==> src/rtl/emaxi_arb_pkg.sv <==
// rtl/emaxi_arb_pkg.sv - shared constants and types for the emesh request arbiters
package emaxi_arb_pkg;

  localparam int PW        = 104;
  localparam int MAX_BURST = 4;

  typedef logic [1:0] owner_t;

  // emesh packet field offsets; the arbiter itself never decodes them
  localparam int PKT_WRITE_LSB    = 0;
  localparam int PKT_DATAMODE_LSB = 1;
  localparam int PKT_CTRLMODE_LSB = 3;
  localparam int PKT_DSTADDR_LSB  = 8;
  localparam int PKT_DATA_LSB     = 40;
  localparam int PKT_SRCADDR_LSB  = 72;

  function automatic owner_t next_idx(input owner_t idx, input int n);
    return owner_t'((int'(idx) + 1) % n);
  endfunction

endpackage

==> src/rtl/emaxi_wr_arbiter_rr_pick.sv <==
// rtl/emaxi_wr_arbiter_rr_pick.sv - combinational N-way round-robin picker
// The first requester at or after start (wrapping mod N) wins; gnt is one-hot or zero.
module rr_pick #(
  parameter int N = 2
) (
  input  logic [N-1:0] req,
  input  logic [1:0]   start,
  output logic [N-1:0] gnt
);

  always_comb begin
    logic found;
    gnt   = '0;
    found = 1'b0;
    for (int k = 0; k < N; k++) begin
      for (int j = 0; j < N; j++) begin
        if (!found && req[j] && ((int'(start) + k) % N == j)) begin
          gnt[j] = 1'b1;
          found  = 1'b1;
        end
      end
    end
  end

endmodule

==> src/rtl/emaxi_wr_arbiter.sv <==
// rtl/emaxi_wr_arbiter.sv - packet-granular round-robin arbiter for the bridge write port
// Burst ownership is bounded by MAX_BURST; a one-entry output register decouples wr_wait.
module emaxi_wr_arbiter #(
  parameter int N         = 2,
  parameter int PW        = emaxi_arb_pkg::PW,
  parameter int MAX_BURST = emaxi_arb_pkg::MAX_BURST
) (
  input  logic          m_axi_aclk,
  input  logic          m_axi_aresetn,
  input  logic [N-1:0]  req_access,
  input  logic [N*PW-1:0] req_packet,
  output logic [N-1:0]  req_wait,
  output logic          wr_access,
  output logic [PW-1:0] wr_packet,
  input  logic          wr_wait,
  output logic [1:0]    owner,
  output logic          busy
);

  import emaxi_arb_pkg::*;

  localparam logic [3:0] BURST_CAP = 4'(MAX_BURST);

  logic          ready_q;
  logic          out_valid;
  logic [PW-1:0] out_pkt;
  owner_t        owner_q;
  logic [3:0]    cnt;

  logic          own_req;
  logic          keep;
  logic          grant_valid;
  logic          slot_free;
  logic          acc;
  owner_t        start;
  owner_t        gidx;
  logic [N-1:0]  own_oh;
  logic [N-1:0]  rr_gnt;
  logic [N-1:0]  gnt;
  logic [PW-1:0] pkt_sel;

  // Owner itself is last in the rotation, so start the search one past it.
  assign start = next_idx(owner_q, N);

  rr_pick #(.N(N)) u_rr_pick (
    .req   (req_access),
    .start (start),
    .gnt   (rr_gnt)
  );

  always_comb begin
    own_req = 1'b0;
    own_oh  = '0;
    for (int i = 0; i < N; i++) begin
      if (owner_q == owner_t'(i)) begin
        own_req   = req_access[i];
        own_oh[i] = 1'b1;
      end
    end
  end

  assign keep        = own_req && (cnt < BURST_CAP);
  assign gnt         = keep ? own_oh : rr_gnt;
  assign grant_valid = |gnt;
  assign slot_free   = ~out_valid | ~wr_wait;
  assign acc         = ready_q & slot_free & grant_valid;

  always_comb begin
    gidx    = '0;
    pkt_sel = '0;
    for (int i = 0; i < N; i++) begin
      if (gnt[i]) begin
        gidx    = owner_t'(i);
        pkt_sel = req_packet[i*PW +: PW];
      end
    end
  end

  assign req_wait = ~(gnt & {N{acc}});

  always_ff @(posedge m_axi_aclk or negedge m_axi_aresetn) begin
    if (!m_axi_aresetn) begin
      ready_q   <= 1'b0;
      out_valid <= 1'b0;
      out_pkt   <= '0;
      owner_q   <= '0;
      cnt       <= '0;
    end else begin
      ready_q <= 1'b1;
      if (acc) begin
        out_pkt   <= pkt_sel;
        out_valid <= 1'b1;
        // A re-pick of the owner after its cap counts as a fresh turn.
        if (keep) begin
          cnt <= (cnt == 4'hF) ? cnt : cnt + 4'd1;
        end else begin
          owner_q <= gidx;
          cnt     <= 4'd1;
        end
      end else if (!wr_wait) begin
        out_valid <= 1'b0;
      end
    end
  end

  assign wr_access = out_valid;
  assign wr_packet = out_pkt;
  assign busy      = out_valid;
  assign owner     = owner_q;

endmodule

==> config.mk <==
export PLATFORM = sky130hd
export DESIGN_NAME = emaxi_wr_arbiter
export DESIGN_NICKNAME = d
export VERILOG_FILES = /design/src/rtl/emaxi_arb_pkg.sv /design/src/rtl/emaxi_wr_arbiter_rr_pick.sv /design/src/rtl/emaxi_wr_arbiter.sv
export SDC_FILE = /design/constraint.sdc
export NUM_CORES = 1
export LEC_CHECK = 0
export ABC_AREA = 1
export CAP_MARGIN = 40
export CORE_MARGIN = 5
export CORE_UTILIZATION = 34
export DETAILED_ROUTE_END_ITERATION = 10
export PLACE_DENSITY_LB_ADDON = 0.2
export SLEW_MARGIN = 20
export SYNTH_ARGS = -nofsm -noshare
export SYNTH_HDL_FRONTEND = slang
export SYNTH_SLANG_ARGS = --single-unit
==> constraint.sdc <==
create_clock -name m_axi_aclk -period 1.75 [get_ports m_axi_aclk]
set_clock_uncertainty 0.2 [all_clocks]
set_input_delay 0.4375 -clock m_axi_aclk [delete_from_list [all_inputs] [get_ports m_axi_aclk]]
set_output_delay 0.4375 -clock m_axi_aclk [all_outputs]
set_load 0.01 [all_outputs]
[Yosys cells after proc, flatten, opt, wreduce, memory -nomap -nowiden]
Index checks and enable logic that the tools add are counted.
Word-level totals
  register bits after elaboration: 111
  input port bits: 213
  output and inout port bits: 110
  logic and storage cells: 58
Operators by class
  add/sub/neg operators: 3
  order comparisons: 1
  equality and inequality tests: 5
  multiplexer cells: 18
  bitwise gates (word level): 9
  reductions and logical operators: 17
Operator list (count)
  two-way mux 104 bit: 2
  logical NOT 32 bit: 2
  two-way mux 1 bit: 13
  logical AND 1 bit: 8
  two-way mux 4 bit: 2
  adder 4 x 1 -> 4 bit (second input constant): 1
  equality test 4 bit (second input constant): 1
  less-than comparator 4 x 3 -> 1 bit (second input constant): 1
  AND reduction 2 bit: 2
  logical NOT 1 bit: 3
  inverter 1 bit: 3
  adder 1 bit (second input constant): 2
  bitwise AND 1 bit: 2
  bitwise AND 2 bit: 1
  equality test 2 bit (second input constant): 1
  logical NOT 2 bit: 1
  two-way mux 2 bit: 1
  != test 2 x 1 -> 1 bit (second input constant): 1
  != test 2 bit (second input constant): 1
  inverter 2 bit: 1
  OR reduction 2 bit: 1
  bitwise AND 1 bit (first input constant): 1
  equality test 1 bit (second input constant): 1
  OR 1 bit: 1

[Logic depth before layout (Yosys ltp)]
  depth in word-level cells: 21
  mapped depth: 9
  mapped depth without buffers: 7

[Hierarchy]
A second synthesis with hierarchy kept.
Unflattened totals
  cells, all modules: 850
  area, all modules: 5949.5 um2
Modules (own cells, without submodules)
  emaxi_wr_arbiter: instances 1, cells each 845, area an instance 5929.4 um2, seq. area each 2777.7 um2
  rr_pick: instances 1, cells each 5, area an instance 20.0 um2, seq. area each 0.0 um2

[Worst setup path before layout]
Ideal clock, no wire load.
  path type: flip-flop to output port
  from: register owner_q[0] (netlist: owner[0])
  to: output port req_wait[1]
  data arrival time: 1.222 ns
  data required time: 1.112 ns
  path slack: -0.110 ns
  stages on the path, launching flop included: 8
  buffers on the path: 1
  cell sequence: dfrtp_1 > inv_2 > nand2_1 > nand3_1 > nand2_1 > nand2_2 > clkbuf_1 > nand2_1
On the way
  longest elaborated chain between the ends: 21
  elaborated cells between the ends (all ways): 34
  those cells by class: add/sub (2); eq/ne (2); mux (11); bitwise (4); reduce/logical (15)
RTL lines
  start, declared: line emaxi_wr_arbiter.sv:27  | owner_t owner_q;
  start signal, assigned: line emaxi_wr_arbiter.sv:97  | owner_q <= gidx;
  adder 1 bit: line emaxi_arb_pkg.sv:18  | return owner_t'((int'(idx) + 1) % n);
  logical NOT 32 bit: line emaxi_wr_arbiter_rr_pick.sv:17  | if (!found && req[j] && ((int'(start) + k) % N == j)) begin
  logical AND 1 bit: line emaxi_wr_arbiter_rr_pick.sv:17
  two-way mux 1 bit: line emaxi_wr_arbiter_rr_pick.sv:17
  logical NOT 1 bit: line emaxi_wr_arbiter_rr_pick.sv:17
  logical AND 1 bit (2 in a row): line emaxi_wr_arbiter_rr_pick.sv:17
  two-way mux 1 bit: line emaxi_wr_arbiter_rr_pick.sv:17
  logical NOT 1 bit: line emaxi_wr_arbiter_rr_pick.sv:17
  [... 3 more ...]
  logical NOT 1 bit: line emaxi_wr_arbiter_rr_pick.sv:17
  logical AND 1 bit (2 in a row): line emaxi_wr_arbiter_rr_pick.sv:17
  two-way mux 1 bit: line emaxi_wr_arbiter_rr_pick.sv:17
  two-way mux 2 bit *: line emaxi_wr_arbiter.sv:63  | assign gnt = keep ? own_oh : rr_gnt;
  OR reduction 2 bit: line emaxi_wr_arbiter.sv:64  | assign grant_valid = |gnt;
  bitwise AND 1 bit: line emaxi_wr_arbiter.sv:66  | assign acc = ready_q & slot_free & grant_valid;
  bitwise AND 2 bit *: line emaxi_wr_arbiter.sv:79  | assign req_wait = ~(gnt & {N{acc}});
  inverter 2 bit *: line emaxi_wr_arbiter.sv:79
  end, declared: line emaxi_wr_arbiter.sv:12  | output logic [N-1:0] req_wait,
Mark *: on every way between the ends. The rest lies on a longest branch, timed or not.

[Worst setup path after layout]
  from: register cnt[2]
  to: output port req_wait[1]
On the way
  longest elaborated chain between the ends: 7
RTL lines
  start, declared: line emaxi_wr_arbiter.sv:28  | logic [3:0] cnt;
  start signal, assigned: line emaxi_wr_arbiter.sv:95  | cnt <= (cnt == 4'hF) ? cnt : cnt + 4'd1;
  less-than comparator 4 x 3 -> 1 bit *: line emaxi_wr_arbiter.sv:62  | assign keep = own_req && (cnt < BURST_CAP);
  logical AND 1 bit *: line emaxi_wr_arbiter.sv:62
  two-way mux 2 bit *: line emaxi_wr_arbiter.sv:63
  OR reduction 2 bit: line emaxi_wr_arbiter.sv:64
  bitwise AND 1 bit: line emaxi_wr_arbiter.sv:66
  bitwise AND 2 bit *: line emaxi_wr_arbiter.sv:79
  inverter 2 bit *: line emaxi_wr_arbiter.sv:79
Marks and branches as above.

==> flow_summary.json <==
{
  "drc": 0,
  "cp.arrival_ps": 1370,
  "final_area_um2": 9500,
  "core_area_um2": 15700,
  "die-width_um": 136,
  "grt_max_degree": 91,
  "ys_seq_area_frac": 0.516,
  "required_ps": 1110,
  "grt_pass1_vias": 5741,
  "layout_common_cells": "209 x nand3_1, 209 x clkdlybuf4s50_1, 116 x nand2_1",
  "pre_cts_slack_ps": -928,
  "num_antenna_cells": 0,
  "ys_types": 19,
  "antenna_found_initial": 1,
  "setup_violations": 108,
  "rsz0062_at_grt": "yes",
  "cts_buffers": 9,
  "period_needed_ps": 2000,
  "cts_num_sinks": 111,
  "dp_cells": 1131,
  "dp_hpwl_um": 14000,
  "status": "finished, violations left",
  "routabilityCongestion": 0.795,
  "die_h_um": 136,
  "num-nets-final": 1152,
  "synth_edf_count": 0,
  "ys_warn_count": 0,
  "async_flop_share": 1.00,
  "critPathKind": "flip-flop to primary output",
  "cpMostUsedCell": "nand2_4",
  "crit_start": "cnt[2]",
  "whs_path_depth": 1,
  "cp-end-kind": "primary output",
  "p_total_w": 0.0112,
  "cp_cell_sequence": "nor2_4, nand3_1, nand2_2, nand2_4, nand2_4, buf_6",
  "avgRoutedWirePerCell_um": 19.3,
  "syn_area_um2": 5390,
  "cap_violations": 0,
  "wirelength_um": 22400,
  "via_count": 6094,
  "post_dp_cell_area_um2": 8860,
  "p_per_area_nw_per_um2": 1180,
  "final-hold-violation-count": 0,
  "cts_max_level": 3,
  "drtIter0Drc": 308,
  "fin_hold_ws_ps": 275,
  "slew_violations": 0,
  "drive_gt1_frac": 0.0806,
  "max_freq_mhz": 499,
  "overflow": 0,
  "worstSetupEndpoint": "req_wait[1]",
  "hp-class": "flip-flop to flip-flop",
  "clock_path_buffers": 2,
  "area_delta_synth_final_pct": 76.3,
  "numPortBuffers": 321,
  "syn_nets": 850,
  "first_pass_iters": 4,
  "worst_slew_pin_slew_ps": 560,
  "reg2reg_to": "wr_packet[81]",
  "grt_pass1_wl_um": 31100,
  "r2r_slack_ps": -110,
  "worstSkewPairLatency_ps": 340,
  "setup_ws_ps": -253,
  "cts_tree": "done",
  "syn_inst": 636,
  "root_buffer": "clkbuf_16",
  "path_clk_slew_ps": 70,
  "cp_slowest_cell": "dfrtp_1",
  "slowest_delay_ps": 410,
  "syn_avg_cell_area_um2": 8.47,
  "placementRows": 46,
  "power.leakage_nw": 4.67,
  "track_usage": 0.212,
  "maxSlewHeadroom": 0.626,
  "via_per_inst": 5.26,
  "critPathLaunchType": "flip-flop",
  "final.period_utilization": 1.14,
  "finalNonFillerCells": 1159,
  "start_util": 0.343,
  "critPathMaxFanout": 3,
  "violations": "setup timing",
  "reg2reg_depth": 9,
  "rr_startpoint": "owner[0]",
  "die-area_um2": 18500,
  "num_io_pins": 323,
  "peakVddDrop_v": 0.000656,
  "ant_nets": 0,
  "synth-seq-cells": 111,
  "ys.flop_type": "dfrtp_1"
}
through the flow:
stage | setup TNS [ps] | utilization
3_5_place_dp | -85270 | 0.564
5_1_grt | -19430 | 0.605
2_1_floorplan | 0 | -
3_3_place_gp | -84230 | 0.564
4_1_cts | -21530 | 0.583
6_report | -7860 | 0.605
Yosys cell counts, types with 2 or more instances:
cell	instances	area [um2]
nand3_1	210	1050
nand2_1	120	450
dfrtp_1	111	2780
nand4_1	104	651
clkbuf_1	27	101
buf_2	24	120
buf_4	14	105
nor2_1	5	18.8
buf_1	4	15.0
inv_1	4	15.0
a21oi_1	2	10.0
conb_1	2	7.51
inv_2	2	7.51
nor2_2	2	12.5
report_power, final:
group / total (W) / switching (W) / internal (W)
Sequential: 0.00390 / 0.000471 / 0.00343
Clock: 0.00221 / 0.000981 / 0.00123
Combinational: 0.00504 / 0.00265 / 0.00240
Total: 0.0112 / 0.00410 / 0.00706
per-layer routing:
layer / GRT usage / wire length (um) / up-vias
li1: - / - / 2881
met1: 0.263 / 9150 / 2912
met2: 0.347 / 10400 / 274
met3: 0.0774 / 2420 / 25
met4: 0.0638 / 376 / 2
met5: 0 / 13 / -
kinds of logic (layout without fill, tap and decap cells):
kind of cell	after synthesis	after routing	synth area share
buffers and inverters	75	382	0.0676
AO/OA/AOI/OAI	3	3	0.00279
adder cells (fa/ha/maj)	1	1	0.00232
flip-flops	111	111	0.516
AND/OR/NAND/NOR	444	444	0.410
other	2	2	0.00139
critical path: cells and delay by family, from the launching register on:
| family | cells | cell delay [ps] |
|---|---|---|
| buf+inv | 1 | 100 |
| flops | 1 | 410 |
| simple gates | 5 | 520 |
how the worst min path moves through the flow:
stage	slack [ps]	from	end
2_1_floorplan	-60	m_axi_aresetn	busy
3_3_place_gp	120	m_axi_aresetn	wr_packet[14]
3_5_place_dp	120	m_axi_aresetn	wr_packet[14]
4_1_cts	280	cnt[0]	cnt[0]
5_1_grt	310	cnt[0]	cnt[0]
6_report	270	cnt[0]	cnt[0]
repair_timing:
action / CTS / global route
setup buffers: 1 / 3
hold endpoints to repair: 10 / 0
gates cloned: 0 / 7
setup endpoints to repair: 219 / 140
resized for setup: 117 / 45
hold buffers: 1 / 0
pin swaps: 5 / 4
sequential cells by signal, indices dropped and copies added, names as in the netlist:
signal,count
busy,1
cnt,4
owner,1
ready_q,1
wr_packet,104
layout make-up:
cell class                 count  area [um2]
sequential                   111        2780
clock inverter                 4        52.6
fill                        1445        6210
multi-input combinational    450        2300
tap                          216         270
inverter                       6        30.0
timing repair buffer         360        3800
clock buffer                  12         267
No activity file was read; power rests on OpenSTA's default activity.
